`src/rtl/turf_register_arbiter_if.sv`:
```
// turf_register_arbiter_if: requester handshake and register-bus signals of the arbiter
interface turf_register_arbiter_if #(
  parameter int NREQ = 2
);
  logic [NREQ-1:0]    req_en_i;
  logic [NREQ-1:0]    req_wr_i;
  logic [NREQ*28-1:0] req_adr_i;
  logic [NREQ*32-1:0] req_dat_i;
  logic [NREQ-1:0]    req_ack_o;
  logic               req_err_o;
  logic [31:0]        rdat_o;
  logic               en_o;
  logic               wr_o;
  logic [27:0]        adr_o;
  logic [31:0]        dat_o;
  logic [31:0]        dat_i;
  logic               ack_i;
  logic [15:0]        err_count_o;
  modport slave (
    input  req_en_i, req_wr_i, req_adr_i, req_dat_i, dat_i, ack_i,
    output req_ack_o, req_err_o, rdat_o, en_o, wr_o, adr_o, dat_o, err_count_o
  );
  modport master (
    output req_en_i, req_wr_i, req_adr_i, req_dat_i, dat_i, ack_i,
    input  req_ack_o, req_err_o, rdat_o, en_o, wr_o, adr_o, dat_o, err_count_o
  );
endinterface

```
`src/rtl/turf_register_arbiter.sv`:
```
// turf_register_arbiter: round-robin sharing of the TURF register bus with an ack timeout
module turf_register_arbiter #(
  parameter int          NREQ     = 2,
  parameter int          TIMEOUT  = 16,
  parameter logic [31:0] ERR_DATA = 32'hDEADBEEF
) (
  input logic clk,
  input logic rst,
  turf_register_arbiter_if.slave bus
);
  localparam int PW = $clog2(NREQ);
  typedef enum logic [1:0] {IDLE, ISSUE, WAIT, DONE} state_t;
  state_t state, state_nx;
  logic [PW-1:0] ptr, pick;
  logic [7:0] cnt;
  logic found, tmo;
  assign found = |bus.req_en_i;
  assign tmo = cnt == 8'(TIMEOUT - 1);
  // second loop overrides the first so requesters above the pointer take priority
  always_comb begin
    pick = ptr;
    for (int i = NREQ - 1; i >= 0; i--) if (bus.req_en_i[i] && i <= int'(ptr)) pick = PW'(i);
    for (int i = NREQ - 1; i >= 0; i--) if (bus.req_en_i[i] && i > int'(ptr)) pick = PW'(i);
  end
  always_comb begin
    state_nx = state == IDLE  ? (found ? ISSUE : IDLE) :
               state == ISSUE ? WAIT :
               state == WAIT  ? ((bus.ack_i || tmo) ? DONE : WAIT) : IDLE;
  end
  always_ff @(posedge clk or posedge rst) begin
    if (rst) state <= IDLE;
    else state <= state_nx;
  end
  always_ff @(posedge clk or posedge rst) begin
    if (rst) begin
      ptr             <= PW'(NREQ - 1);
      cnt             <= 8'd0;
      bus.en_o        <= 1'b0;
      bus.wr_o        <= 1'b0;
      bus.adr_o       <= 28'd0;
      bus.dat_o       <= 32'd0;
      bus.rdat_o      <= 32'd0;
      bus.req_ack_o   <= '0;
      bus.req_err_o   <= 1'b0;
      bus.err_count_o <= 16'd0;
    end else begin
      bus.en_o      <= state == IDLE && found;
      bus.req_ack_o <= (state == WAIT && (bus.ack_i || tmo)) ? NREQ'(1) << ptr : '0;
      bus.req_err_o <= state == WAIT && !bus.ack_i && tmo;
      cnt           <= state == WAIT ? cnt + 8'd1 : 8'd0;
      if (state == IDLE && found) begin
        ptr       <= pick;
        bus.wr_o  <= bus.req_wr_i[pick];
        bus.adr_o <= bus.req_adr_i[28*pick +: 28];
        bus.dat_o <= bus.req_dat_i[32*pick +: 32];
      end
      if (state == WAIT && bus.ack_i) bus.rdat_o <= bus.dat_i;
      else if (state == WAIT && tmo) begin
        bus.rdat_o <= ERR_DATA;
        if (bus.err_count_o != 16'hFFFF) bus.err_count_o <= bus.err_count_o + 16'd1;
      end
    end
  end
endmodule

```
`src/flat_wrapper.sv`:
```
// flat-port wrapper written by rule: the top's interface ports become plain ports
module turf_register_arbiter_flat 
#(
  parameter int          NREQ     = 2,
  parameter int          TIMEOUT  = 16,
  parameter logic [31:0] ERR_DATA = 32'hDEADBEEF
)
  (clk, rst, bus_req_en_i, bus_req_wr_i, bus_req_adr_i, bus_req_dat_i, bus_dat_i, bus_ack_i, bus_req_ack_o, bus_req_err_o, bus_rdat_o, bus_en_o, bus_wr_o, bus_adr_o, bus_dat_o, bus_err_count_o);
  turf_register_arbiter_if #(.NREQ(NREQ)) bus_i ();
  input logic clk;
  input logic rst;
  input wire logic [$bits(bus_i.req_en_i)-1:0] bus_req_en_i;
  input wire logic [$bits(bus_i.req_wr_i)-1:0] bus_req_wr_i;
  input wire logic [$bits(bus_i.req_adr_i)-1:0] bus_req_adr_i;
  input wire logic [$bits(bus_i.req_dat_i)-1:0] bus_req_dat_i;
  input wire logic [$bits(bus_i.dat_i)-1:0] bus_dat_i;
  input wire logic [$bits(bus_i.ack_i)-1:0] bus_ack_i;
  output wire logic [$bits(bus_i.req_ack_o)-1:0] bus_req_ack_o;
  output wire logic [$bits(bus_i.req_err_o)-1:0] bus_req_err_o;
  output wire logic [$bits(bus_i.rdat_o)-1:0] bus_rdat_o;
  output wire logic [$bits(bus_i.en_o)-1:0] bus_en_o;
  output wire logic [$bits(bus_i.wr_o)-1:0] bus_wr_o;
  output wire logic [$bits(bus_i.adr_o)-1:0] bus_adr_o;
  output wire logic [$bits(bus_i.dat_o)-1:0] bus_dat_o;
  output wire logic [$bits(bus_i.err_count_o)-1:0] bus_err_count_o;
  assign bus_i.req_en_i = bus_req_en_i;
  assign bus_i.req_wr_i = bus_req_wr_i;
  assign bus_i.req_adr_i = bus_req_adr_i;
  assign bus_i.req_dat_i = bus_req_dat_i;
  assign bus_i.dat_i = bus_dat_i;
  assign bus_i.ack_i = bus_ack_i;
  assign bus_req_ack_o = bus_i.req_ack_o;
  assign bus_req_err_o = bus_i.req_err_o;
  assign bus_rdat_o = bus_i.rdat_o;
  assign bus_en_o = bus_i.en_o;
  assign bus_wr_o = bus_i.wr_o;
  assign bus_adr_o = bus_i.adr_o;
  assign bus_dat_o = bus_i.dat_o;
  assign bus_err_count_o = bus_i.err_count_o;
  turf_register_arbiter #(.NREQ(NREQ), .TIMEOUT(TIMEOUT), .ERR_DATA(ERR_DATA)) u_core (.clk(clk), .rst(rst), .bus(bus_i));
endmodule
```
`config.mk`:
```
export PLATFORM = sky130hd
export DESIGN_NAME = turf_register_arbiter_flat
export DESIGN_NICKNAME = d
export VERILOG_FILES = /design/src/rtl/turf_register_arbiter_if.sv /design/src/rtl/turf_register_arbiter.sv /design/src/flat_wrapper.sv
export SDC_FILE = /design/constraint.sdc
export NUM_CORES = 1
export LEC_CHECK = 0
export BUFFER_PORTS_ARGS = -buffer_cell sky130_fd_sc_hd__buf_2
export CAP_MARGIN = 10
export CORE_ASPECT_RATIO = 1.2
export CORE_MARGIN = 2
export CORE_UTILIZATION = 50
export DETAILED_ROUTE_END_ITERATION = 12
export PLACE_DENSITY = 0.86
export SYNTH_ARGS = -nofsm -noshare
export SYNTH_HDL_FRONTEND = slang
export SYNTH_SLANG_ARGS = --single-unit
```
`constraint.sdc`:
```
create_clock -name clk -period 11 [get_ports clk]
set_clock_uncertainty 0.2 [all_clocks]
set_input_delay 0.55 -clock clk [delete_from_list [all_inputs] [get_ports clk]]
set_output_delay 0.55 -clock clk [all_outputs]
set_load 0.005 [all_outputs]
```
# ---- After elaboration in Yosys (flattened, before gate mapping)
# Index checks and enable logic that the tools add are counted.
dict set report totals {
  reg_bits 124
  in_bits 159
  out_inout_bits 113
}
dict set report classes {
  n_addsub 2
  mul 1
  magnitude_cmp 3
  eq_ne 4
  n_shift 3
  n_mux 14
  bitwise 1
  reduce_logical 14
}
# cell n
set ops {}
lappend ops {{two-way mux 32 bit} 2}
lappend ops {{variable part select 64 x 7 -> 32 bit} 1}
lappend ops {{variable part select 56 x 7 -> 28 bit} 1}
lappend ops {{adder 16 x 1 -> 16 bit (second input constant)} 1}
lappend ops {{inequality test 16 bit (second input constant)} 1}
lappend ops {{adder 8 x 1 -> 8 bit (second input constant)} 1}
lappend ops {{== test 8 x 4 -> 1 bit (second input constant)} 1}
lappend ops {{logical AND 1 bit} 8}
lappend ops {{two-way mux 2 bit} 4}
lappend ops {{two-way mux 8 bit} 1}
lappend ops {{two-way mux 1 bit} 7}
lappend ops {{multiplier 3 x 1 -> 4 bit (first input constant)} 1}
lappend ops {{AND reduction 3 bit} 1}
lappend ops {{== test 2 x 1 -> 1 bit (second input constant)} 1}
lappend ops {{== test 2 bit (second input constant)} 1}
lappend ops {{logical NOT 2 bit} 1}
lappend ops {{less-than comparator 1 x 2 -> 1 bit (second input constant)} 1}
lappend ops {{nonzero test 2 bit} 1}
lappend ops {{OR reduction 2 bit} 1}
lappend ops {{<< shifter 1 x 1 -> 2 bit (first input constant)} 1}
lappend ops {{> comparator 1 bit (first input constant)} 1}
lappend ops {{less-or-equal comparator 1 bit (first input constant)} 1}
lappend ops {{logical NOT 1 bit} 1}
lappend ops {{logical OR 1 bit} 1}
lappend ops {{NOT 1 bit} 1}

# ---- Logic depth before layout (Yosys ltp)
dict set report depth {
  ltp_word 7
  depth_mapped 8
  depth_no_buf 6
}

# ---- Worst setup path before layout
# No wires, ideal clock.
dict set report synth_timing {
  kind {register -> register}
  from {reg u_core.bus.err_count_o[0]}
  to {reg u_core.bus.err_count_o[15]}
  arrival_time_ns 1.526
  t_required_ns 10.721
  path_slack_ns 9.194
  path_stages_with_launch 6
  path_buffers 0
  synth_period_minus_slack_ns 1.806
  cell_sequence {dfrtp_1 > ha_1 > and3_1 > and4bb_4 > nor4_2 > xor2_1}
}
dict set report synth_between {
  elab_chain_len 2
  elab_cells_between_ends 3
  cone_classes {1 x add/sub; 1 x eq/ne; 1 x reduce/logical}
}
# element line_no
set synth_lines {}
lappend synth_lines {{start: declaration} turf_register_arbiter_if.sv:21} ;# output req_ack_o, req_err_o, rdat_o, en_o, wr_o, adr_o, dat_o, err_count_o
lappend synth_lines {{start signal: assignment} turf_register_arbiter.sv:60} ;# if (bus.err_count_o != 16'hFFFF) bus.err_count_o <= bus.err_count_o + 16'd1;
lappend synth_lines {{parallel branches: the longest is 2 deep, another holds adder 16 x 1 -> 16 bit} -}
# Several ways; the timed one is not identified.
# A chain may end at the register's enable or synchronous reset.

# ---- Worst setup path in the final report
dict set report layout_timing {
  from {reg u_core.state[0]}
  to {reg u_core.bus.rdat_o[7]}
}
dict set report layout_between {
  elab_chain_len 3
  elab_cells_between_ends 5
  cone_classes {1 x eq/ne; 1 x mux; 3 x reduce/logical}
}
# element line_no
set layout_lines {}
lappend layout_lines {{start: declaration} turf_register_arbiter.sv:13} ;# state_t state, state_nx;
lappend layout_lines {{start signal: assignment} turf_register_arbiter.sv:32} ;# else state <= state_nx;
lappend layout_lines {{== test 2 bit *} {turf_register_arbiter.sv:57, turf_register_arbiter.sv:58}}
lappend layout_lines {{logical AND 1 bit (on tied branches)} {turf_register_arbiter.sv:57, turf_register_arbiter.sv:58}}
lappend layout_lines {{two-way mux 32 bit or nonzero test 2 bit (tied branches)} -}
lappend layout_lines {{end signal: assignment} turf_register_arbiter.sv:57} ;# if (state == WAIT && bus.ack_i) bus.rdat_o <= bus.dat_i;
lappend layout_lines {{end: declaration} turf_register_arbiter_if.sv:21}
# Mark *: on every way between the ends. The rest lies on a longest branch, timed or not.

==> flow_summary.ini <==
[grt]
grt-ovfl-total = 0
grt_max_degree = 127
use_met2_pct = 42.40
grt_pass1_wl_mm = 23.39
grt_pass1_vias = 4718
globalRouteMet3Util_pct = 8.752
grt_busiest_layer = met2
grt_usage_pct = 25.25
grt_util_met1_pct = 29.05
antenna_found_initial = 1

[route]
via_per_inst = 5.285
routedWlPerCell_um = 16.80
drt_iter0_drc = 128
drc = 0
ant_nets = 0
vias = 4614
routed_wl_mm = 14.66
firstDrtPassIters = 4

[worst_setup_path]
reg2reg_slack_ns = 8.19
cp_max_fo = 25
crit_chain = inv_1 -> ha_1 -> nand2_1 -> nand2_1 -> o22a_1
r2r_end = u_core.bus.rdat_o[7]
cp_num_cells = 5
start_kind = register
crit_start = u_core.state[0]
critPathCaptureType = register
critPathArrivalTime_ns = 2.88
reg2reg_depth = 5
critPathBufInv = 1
cp_common_cell = nand2_1
slowest_delay_ns = 0.71
required_ns = 11.07
endpoint = u_core.bus.rdat_o[7]
cp_slowest_cell = nand2_1
cp_top_family = simple AND/OR/NAND/NOR gates
worstReg2RegStart = u_core.state[0]
crit_type = register to register

[timing]
setup_slack_ns = 8.187
post-route-period-util_pct = 25.58
fin_tns_setup_ns = 0
finalSetupViolCount = 0
slew_headroom_pct = 29.63
hold_viol = 0
rsz0062_at_grt = false
fmax_ghz = 0.3554
tightest_slew_ns = 1.055
slew_viol_final = 0
post-route-min-period_ns = 2.813

[clock_tree]
h-tree-depth = 4
numCtsBuffers = 17
ctsHoldBuffers = 0
clk_latency_ns = 0.40
clockBufferDepth = 2
cts_resized = 0
clock_sink_count = 124
cts_tree = yes
cts.clk_slew.worst_paths_ns = 0.06
postCtsSetupRepairBufs = 0
cts_root_buffer = clkbuf_16

[power]
power_leakage_nw = 3.954
powerDensity_nw_per_um2 = 260.3
peakVddDrop_mv = 0.1248

[floorplanning]
die-width_um = 99.32
die_h_um = 118.4
start_util_pct = 51.59
rows = 41
io_pins = 272
die_area_um2 = 11760
core_area_um2 = 10570

[synthesis]
ys_types = 40
synth_enable_flop_cells = 0
synth_seq_cells = 124
ys.flop_type = dfrtp_1
synth_seq_area_share_pct = 56.94
syn_nets = 631
ys_warn_count = 0
synth_area_leader_cell = dfrtp_1
syn_area_per_cell_um2 = 11.67
netlist_area_um2 = 5451
async_reset_ff_share_pct = 100.0
synth_area_leaders = dfrtp_1 (56%), mux2i_1 (11%), o21ai_0 (6.0%)
synth_cells = 467
netlist.area_leader.share_pct = 56.46

[flow_run]
cap_violations = 0

[status]
outcome = completed

[min_path]
hp-class = input port to asynchronous set/reset pin

[placed_design]
dp_slack_ns = 8.302
dpl.hpwl_mm = 10.94
port_buffers = 271
gp_congestion = 0.9209

[layout]
syn_to_final_growth_pct = 37.62
drive_gt1_share_pct = 43.47
finish.net_count = 895
[placed cells by master (no fill, tap or decap), types with 2 or more instances in the layout]
cell	synthesis	final
a22o_1	8	8
and2_1	10	10
and3_1	3	3
and4bb_2	5	5
buf_2	12	271
buf_4	4	3
bufinv_16	0	4
clkbuf_16	0	17
clkinvlp_4	0	4
dfrtp_1	123	123
ha_1	5	5
inv_1	4	3
inv_6	0	3
mux2i_1	61	61
nand2_1	69	69
nand3_1	7	7
nand4_1	3	3
nand4_4	2	2
nor2_1	4	4
nor2b_1	2	2
nor3_1	2	2
nor4_2	3	3
o2111ai_1	3	3
o21ai_0	65	64
o21ai_4	1	3
o22a_1	24	24
xnor2_1	11	11
xor2_1	9	9
[Yosys cell counts, types with 2 or more instances]
| cell | number |
|---|---|
| nor4_2 | 3 |
| buf_2 | 12 |
| nand3_1 | 7 |
| nand4_4 | 2 |
| and2_1 | 10 |
| o21ai_0 | 65 |
| and4bb_2 | 5 |
| and3_1 | 3 |
| nor2b_1 | 2 |
| nor2_1 | 4 |
| nor3_1 | 2 |
| nand2_1 | 69 |
| o2111ai_1 | 3 |
| mux2i_1 | 61 |
| xnor2_1 | 11 |
| dfrtp_1 | 123 |
| o22a_1 | 24 |
| a22o_1 | 8 |
| nand4_1 | 3 |
| clkbuf_1 | 12 |
| inv_1 | 4 |
| ha_1 | 5 |
| xor2_1 | 9 |
| buf_4 | 4 |
[metrics by stage]
stage	util (%)	total power [mW]	hold slack [ns]	cell area, µm²	cells
after floorplan	-	1.089	0.2234	5451	467
after global placement	65.01	1.343	0.2359	6870	841
after global routing	70.99	2.084	0.09973	7502	873
final	70.99	1.953	0.03897	7502	873
after CTS	70.97	1.973	0.06637	7500	872
after detailed placement	65.01	1.378	0.2633	6870	841
[metal layers]
metal	vias to the layer above	routed length (µm)	share of wire, %
met5	-	0	0
met4	0	432	2.9
met3	34	1256	8.6
met2	221	7442	51
met1	2170	5533	38
li1	2189	-	-
[cell type report]
type / count / area (µm²)
Inverter: 4 / 17.52
Sequential cell: 124 / 3104
Clock buffer: 18 / 439.2
Clock inverter: 13 / 190.2
Antenna cell: 1 / 2.502
Timing Repair Buffer: 274 / 1379
Multi-Input combinational cell: 310 / 2208
Tap cell: 129 / 161.4
Fill cell: 788 / 3065
[how the worst min path moves through the flow]
| stage | from | slack [ns] | end |
|---|---|---|---|
| after CTS | rst | 0.07 | u_core.bus.dat_o[8] |
| final | rst | 0.04 | u_core.bus.dat_o[11] |
| after floorplan | u_core.cnt[0] | 0.22 | u_core.cnt[0] |
| after global placement | u_core.cnt[0] | 0.24 | u_core.cnt[0] |
| after detailed placement | u_core.cnt[0] | 0.26 | u_core.cnt[0] |
| after global routing | rst | 0.1 | u_core.bus.dat_o[8] |
[cell families after synthesis]
group	synth area share, %
buffers and inverters	2.961
AO/OA/AOI/OAI	12.35
XOR/XNOR	3.213
AND/OR/NAND/NOR	11.98
multiplexers	11.41
adder cells (fa/ha/maj)	1.148
flip-flops	56.94
[state kept, by name, summed over array words and instances (netlist names), 2 cells and up]
signal / flops
u_core.bus.rdat_o: 32
u_core.bus.adr_o: 28
u_core.cnt: 8
u_core.state: 2
u_core.bus.req_ack_o: 2
u_core.bus.dat_o: 32
u_core.bus.err_count_o: 16
[power breakdown]
group	switching, mW	leakage (nW)	internal (mW)	total, mW
combinational	0.334	2.13	0.294	0.628
clock	0.204	0.295	0.386	0.590
sequential	0.0975	1.53	0.638	0.735
total	0.636	3.95	1.32	1.95
[worst reg2reg max path: stages (launching register included)]
cell and delay, ns:
dfrtp_1 0.35, inv_1 0.06, ha_1 0.30, nand2_1 0.65, nand2_1 0.72, o22a_1 0.41
(Power assumes the default switching activity.)
